`config.mk`:
```
export PLATFORM = sky130hd
export DESIGN_NAME = ct_had_dbginfo_rd_ctrl
export DESIGN_NICKNAME = d
export VERILOG_FILES = /design/src/rtl/ct_had_dbginfo_rd_ctrl.sv
export SDC_FILE = /design/constraint.sdc
export NUM_CORES = 1
export LEC_CHECK = 0
export ABC_AREA = 1
export CAP_MARGIN = 20
export CORE_MARGIN = 5
export CORE_UTILIZATION = 30
export CTS_CLUSTER_SIZE = 24
export DETAILED_ROUTE_END_ITERATION = 10
export DONT_BUFFER_PORTS = 1
export PLACE_DENSITY_LB_ADDON = 0.1
export SLEW_MARGIN = 20
export SYNTH_ARGS = -nofsm -noshare
export SYNTH_HDL_FRONTEND = slang
export SYNTH_SLANG_ARGS = --single-unit
```
`constraint.sdc`:
```
create_clock -name forever_cpuclk -period 1.69 [get_ports forever_cpuclk]
set_input_delay 0.2535 -clock forever_cpuclk [delete_from_list [all_inputs] [get_ports forever_cpuclk]]
set_output_delay 0.2535 -clock forever_cpuclk [all_outputs]
set_load 0.005 [all_outputs]
```
`src/rtl/ct_had_dbginfo_rd_ctrl.sv`:
```
// Read-side controller for the HAD debug-info snapshot FIFOs.
// Two requesters (0: JTAG/DM register path, 1: trace/system-bus path) share
// the FIFOs through a round-robin arbiter. The winner gets a one-cycle grant.
// The controller then issues exactly DBG_DEPTH read pulses into the selected
// FIFO and forwards the first len words over a valid/ack handshake.
//
// Handshake: dump_data_vld rises with a new word in dump_data. Both stay
// stable until the cycle in which dump_data_ack is high. A word is consumed
// on the clock edge where vld and ack are both high. ack without vld is
// ignored.
//
// The FIFO is always drained completely, so its read pointer wraps back to
// zero after every dump. The DONE state and the first IDLE cycle after it
// never pulse a read enable, which gives the FIFO a cycle to clear its
// pointer.
module ct_had_dbginfo_rd_ctrl #(
  parameter int NUM_FIFO  = 3,
  parameter int DBG_WIDTH = 64,
  parameter int DBG_DEPTH = 6,
  parameter int CNT_WIDTH = 3
) (
  input  logic                          forever_cpuclk,
  input  logic                          cpurst_b,
  input  logic                          req0_vld,
  input  logic [1:0]                    req0_sel,
  input  logic [CNT_WIDTH-1:0]          req0_len,
  output logic                          req0_gnt,
  input  logic                          req1_vld,
  input  logic [1:0]                    req1_sel,
  input  logic [CNT_WIDTH-1:0]          req1_len,
  output logic                          req1_gnt,
  output logic [NUM_FIFO-1:0]           dbgfifo_read_ren,
  input  logic [NUM_FIFO*DBG_WIDTH-1:0] dbgfifo_data,
  output logic                          dump_data_vld,
  output logic [DBG_WIDTH-1:0]          dump_data,
  output logic                          dump_owner,
  input  logic                          dump_data_ack,
  output logic                          dump_done,
  output logic                          dump_err,
  output logic                          busy,
  output logic [2:0]                    dbg_state
);

  typedef enum logic [2:0] {
    S_IDLE = 3'd0,
    S_RD   = 3'd1,
    S_CAP  = 3'd2,
    S_HOLD = 3'd3,
    S_DONE = 3'd4
  } state_t;

  localparam logic [CNT_WIDTH-1:0] DEPTH_C    = CNT_WIDTH'(DBG_DEPTH);
  localparam logic [2:0]           NUM_FIFO_C = 3'(NUM_FIFO);

  state_t                 state_q;
  state_t                 state_d;
  logic                   rr_q;        // requester preferred on a tie
  logic [1:0]             sel_q;
  logic [CNT_WIDTH-1:0]   len_q;
  logic [CNT_WIDTH-1:0]   idx_q;
  logic                   err_q;

  logic                   grant_any;
  logic                   pick1;
  logic [1:0]             win_sel;
  logic [CNT_WIDTH-1:0]   win_len;
  logic [CNT_WIDTH-1:0]   win_len_clamped;
  logic                   win_sel_bad;
  logic [CNT_WIDTH-1:0]   idx_inc;
  logic                   idx_last;
  logic                   fwd_word;
  logic                   hold_ack;
  logic [DBG_WIDTH-1:0]   fifo_word;

  // Arbitration: requests are only granted in IDLE. On a tie the requester
  // pointed to by rr_q wins.
  always_comb begin
    grant_any       = (state_q == S_IDLE) && (req0_vld || req1_vld);
    pick1           = req1_vld && (!req0_vld || rr_q);
    req0_gnt        = grant_any && !pick1;
    req1_gnt        = grant_any && pick1;
    win_sel         = pick1 ? req1_sel : req0_sel;
    win_len         = pick1 ? req1_len : req0_len;
    win_len_clamped = (win_len > DEPTH_C) ? DEPTH_C : win_len;
    win_sel_bad     = ({1'b0, win_sel} >= NUM_FIFO_C);
  end

  // Word-index bookkeeping shared by the CAP and HOLD transitions.
  always_comb begin
    idx_inc  = idx_q + 1'b1;
    idx_last = (idx_inc >= DEPTH_C);
    fwd_word = (state_q == S_CAP) && (idx_q < len_q);
    hold_ack = (state_q == S_HOLD) && dump_data_ack;
  end

  // Select the output word of the latched FIFO.
  always_comb begin
    fifo_word = '0;
    for (int i = 0; i < NUM_FIFO; i++) begin
      if (sel_q == 2'(i)) begin
        fifo_word = dbgfifo_data[DBG_WIDTH*i +: DBG_WIDTH];
      end
    end
  end

  // Read pulse: one cycle in RD, only on the latched FIFO.
  always_comb begin
    dbgfifo_read_ren = '0;
    if (state_q == S_RD) begin
      for (int i = 0; i < NUM_FIFO; i++) begin
        dbgfifo_read_ren[i] = (sel_q == 2'(i));
      end
    end
  end

  // Next-state logic for the dump sequencer.
  always_comb begin
    state_d = state_q;
    case (state_q)
      S_IDLE: begin
        if (grant_any) begin
          state_d = win_sel_bad ? S_DONE : S_RD;
        end
      end
      S_RD: begin
        state_d = S_CAP;
      end
      S_CAP: begin
        if (fwd_word) begin
          state_d = S_HOLD;
        end else begin
          state_d = idx_last ? S_DONE : S_RD;
        end
      end
      S_HOLD: begin
        if (dump_data_ack) begin
          state_d = idx_last ? S_DONE : S_RD;
        end
      end
      S_DONE: begin
        state_d = S_IDLE;
      end
      default: begin
        state_d = S_IDLE;
      end
    endcase
  end

  // Combinational status outputs.
  always_comb begin
    dump_done = (state_q == S_DONE);
    dump_err  = (state_q == S_DONE) && err_q;
    busy      = (state_q != S_IDLE) || grant_any;
    dbg_state = state_q;
  end

  // State register.
  always_ff @(posedge forever_cpuclk or negedge cpurst_b) begin
    if (!cpurst_b) begin
      state_q <= S_IDLE;
    end else begin
      state_q <= state_d;
    end
  end

  // Round-robin pointer: after a grant, prefer the other requester.
  always_ff @(posedge forever_cpuclk or negedge cpurst_b) begin
    if (!cpurst_b) begin
      rr_q <= 1'b0;
    end else if (grant_any) begin
      rr_q <= !pick1;
    end
  end

  // Latch the granted request's FIFO index, length, owner and error flag.
  always_ff @(posedge forever_cpuclk or negedge cpurst_b) begin
    if (!cpurst_b) begin
      sel_q      <= '0;
      len_q      <= '0;
      err_q      <= 1'b0;
      dump_owner <= 1'b0;
    end else if (grant_any) begin
      sel_q      <= win_sel;
      len_q      <= win_len_clamped;
      err_q      <= win_sel_bad;
      dump_owner <= pick1;
    end
  end

  // Word index: cleared on grant, advanced after each drained or accepted word.
  always_ff @(posedge forever_cpuclk or negedge cpurst_b) begin
    if (!cpurst_b) begin
      idx_q <= '0;
    end else if (grant_any) begin
      idx_q <= '0;
    end else if (((state_q == S_CAP) && !fwd_word) || hold_ack) begin
      idx_q <= idx_inc;
    end
  end

  // Output word register and its valid flag.
  always_ff @(posedge forever_cpuclk or negedge cpurst_b) begin
    if (!cpurst_b) begin
      dump_data     <= '0;
      dump_data_vld <= 1'b0;
    end else if (fwd_word) begin
      dump_data     <= fifo_word;
      dump_data_vld <= 1'b1;
    end else if (hold_ack) begin
      dump_data_vld <= 1'b0;
    end
  end

endmodule

```
==> summary.md <==
| Metric | Value |
|---|---|
| Outcome | finished with violations |
| Failing checks | negative hold slack |
| TritonCTS clock tree | done |
| Final Hold Viols | 79 |
| Pre-CTS WS | 0.0508 ns |
| CP peak stage delay | 0.48 ns |
| Period utilization | 97.9% |
| CTS clk-pin slew, worst paths | 0.06 ns |
| Site row count | 44 |
| First-pass GRT wire length | 22300 um |
| Routed vias/inst | 4.91 |
| Nets | 889 |
| Slowest stage cell, crit path | dfrtp_2 |
| Drt total wl | 15000 um |
| Setup TNS | 0 ns |
| Ys Warns | 0 |
| Leakage power | 2.79 nW |
| Max Fanout on Critical Path | 6 |
| CP Cell Sequence | inv_1, nand3_1, nor3_1 |
| Yosys top cell area share | 44.1% |
| Clock tree buffer depth | 2 |
| Root Buffer Master | clkbuf_16 |
| Area Growth Syn to Fin | 18.3% |
| Leading cell type in the layout, fill and taps excluded | nand2_1 |
| ANT cells | 0 |
| Clk_lat worst skew | 0.34 ns |
| IO Port Bufs | 0 |
| GPL Wtd Cong | 0.817 |
| Final Worst Setup Slack | 0.0363 ns |
| Synth area leader | dfrtp_1 |
| Post-synthesis cell area | 4490 um2 |
| Critical path required time | 1.44 ns |
| Layout Utilization | 36.4% |
| Synthesized net count | 886 |
| RSZ-0062 raised after global routing | true |
| Critical path's top delay family | flip-flops |
| Max-cap violations | 0 |
| Skew final | 0.00932 ns |
| DRT Pass-1 Iters | 5 |
| Synth area leaders | dfrtp_1 (44%), nand2_1 (36%), nand3_1 (8.7%) |
| Sequential area share after synthesis | 44.1% |
| CP arrival | 1.40 ns |
| Post-synthesis cell type count | 24 |
| Hold Crit Class | primary input to async pin |
| Initial Utilization | 30.7% |
| Cells after Synth | 675 |
| Final setup vio count | 0 |
| Grt ovf | 0 |
| Kind of critical path | register to primary output |
| WHS | -0.394 ns |
| #FFs+latches synth | 79 |
| Post-DP HPWL | 10900 um |
| Via count | 4261 |
| Total GRT Usage | 15.6% |
| Vias in the first global route | 4158 |
| Area of the multi-input gates | 2300 um2 |
| Residual DRC | 0 |
| Relative slew slack | 78.5% |
| H-tree depth | 3 |
| Crit. End Element | primary output |
| Crit path buffers/inverters | 1 |
| Power Density | 2100 nW/um2 |
| Tot Pwr | 11.2 mW |
| Syn_area_per_cell | 6.65 um2 |
| Chip Height | 132 um |
| Layout cell share with drive strength beyond 1 | 9.66% |
| Most frequent cells in the layout | nand2_1 (428), nand3_1 (77), dfrtp_1 (76) |
| Seq. cell area | 1980 um2 |
| VDD IR max | 680 uV |
| Core area | 14600 um2 |
| Slew Limit Fails | 0 |
| DIE AREA | 17500 um2 |
| CP Launch Type | register |
| Fillcell total | 1506 |
| Fin crit period | 1.65 ns |
| Max Clk Rate | 0.605 GHz |
| Routed Antenna Nets | 0 |
| Die W | 132 um |
| Clock sink count | 79 |
| Mean routed wirelength per cell | 17.3 um |
| I/O Pins | 284 |
| Total CTS buffers | 9 |
| Initial antenna violation count | 0 |
| Pin count of the biggest net entering global routing | 80 |
| Initial DRC count | 138 |
| Worst Tran Pin Value | 0.320 ns |
[cell type report]
type | count | area share (%)
clock buffers | 11 | 4.57
clock inverters | 5 | 1.53
inverters | 20 | 1.56
multi-input cells | 542 | 43.4
flip-flops and latches | 79 | 37.3
well taps | 184 | 4.34
repair buffers | 26 | 7.33
[report_power, final]
| part | internal [mW] | switching, mW |
|---|---|---|
| Sequential | 2.78 | 0.830 |
| Clock | 1.33 | 0.780 |
| Combinational | 2.17 | 3.26 |
[repair_timing]
item / 4_1_cts / 5_1_grt
pin swaps: 1 / 4
hold endpoints to repair: 79 / 79
gates resized for setup: 8 / 19
cloned: 0 / 5
setup buffers: 0 / 5
endpoints found under the setup margin: 3 / 69
[cell families after synthesis]
| kind of cell | Yosys count | synth area share [%] |
|---|---|---|
| simple gates | 527 | 47.4 |
| flops | 79 | 44.1 |
| buf+inv | 54 | 6.08 |
| compound gates | 11 | 1.31 |
| fa+ha+maj | 4 | 1.12 |
[through the flow]
step                      std cells  instance area (um2)
after floorplan                 675                 4490
after global placement          841                 4730
after detailed placement        841                 4730
after CTS                       857                 5070
after global routing            867                 5310
final                           867                 5310
[worst paths after layout]
| path | from | to | slack, ns | depth (start not counted) |
|---|---|---|---|---|
| max | dbg_state[2]$_DFFE_PN0P_ | dbgfifo_read_ren[0] | 0.04 | 3 |
| min | cpurst_b | dump_data[32]$_DFFE_PN0P_ | -0.39 | 0 |
| max reg2reg | dbg_state[2]$_DFFE_PN0P_ | dump_data[1]$_DFFE_PN0P_ | 0.10 | 5 |
| min reg2reg | err_q$_DFFE_PN0P_ | err_q$_DFFE_PN0P_ | 0.49 | 2 |
| max in group asynchronous | cpurst_b | dbg_state[1]$_DFFE_PN0P_ | 1.96 | 0 |
| min in group forever_cpuclk | dbgfifo_data[128] | dump_data[0]$_DFFE_PN0P_ | 0.13 | 4 |
[metal layers]
metal | GRT usage (%) | vias up | part of all wire [%]
met5 | 0 | - | 0
met4 | 5.03 | 0 | 1.4
met3 | 5.15 | 15 | 10
met2 | 26.4 | 218 | 48
met1 | 18.8 | 1926 | 41
li1 | - | 2102 | -
[registers in the layout, indices dropped and copies added, names as in the netlist]
register / cells
dump_data_vld: 1
idx_q: 3
dbg_state: 3
len_q: 3
dump_owner: 1
dump_data: 64
err_q: 1
sel_q: 2
rr_q: 1
[synthesized netlist by cell type (all sizes together)]
cell	instances
and2	1
dfrtp	79
a21oi	2
nand3b	1
inv	19
nor3	5
o21ai	9
nor2	6
nand3	79
or2	1
buf	30
clkinv	1
ha	4
clkbuf	4
nand4	2
nand2	432
(Power assumes the default switching activity.)
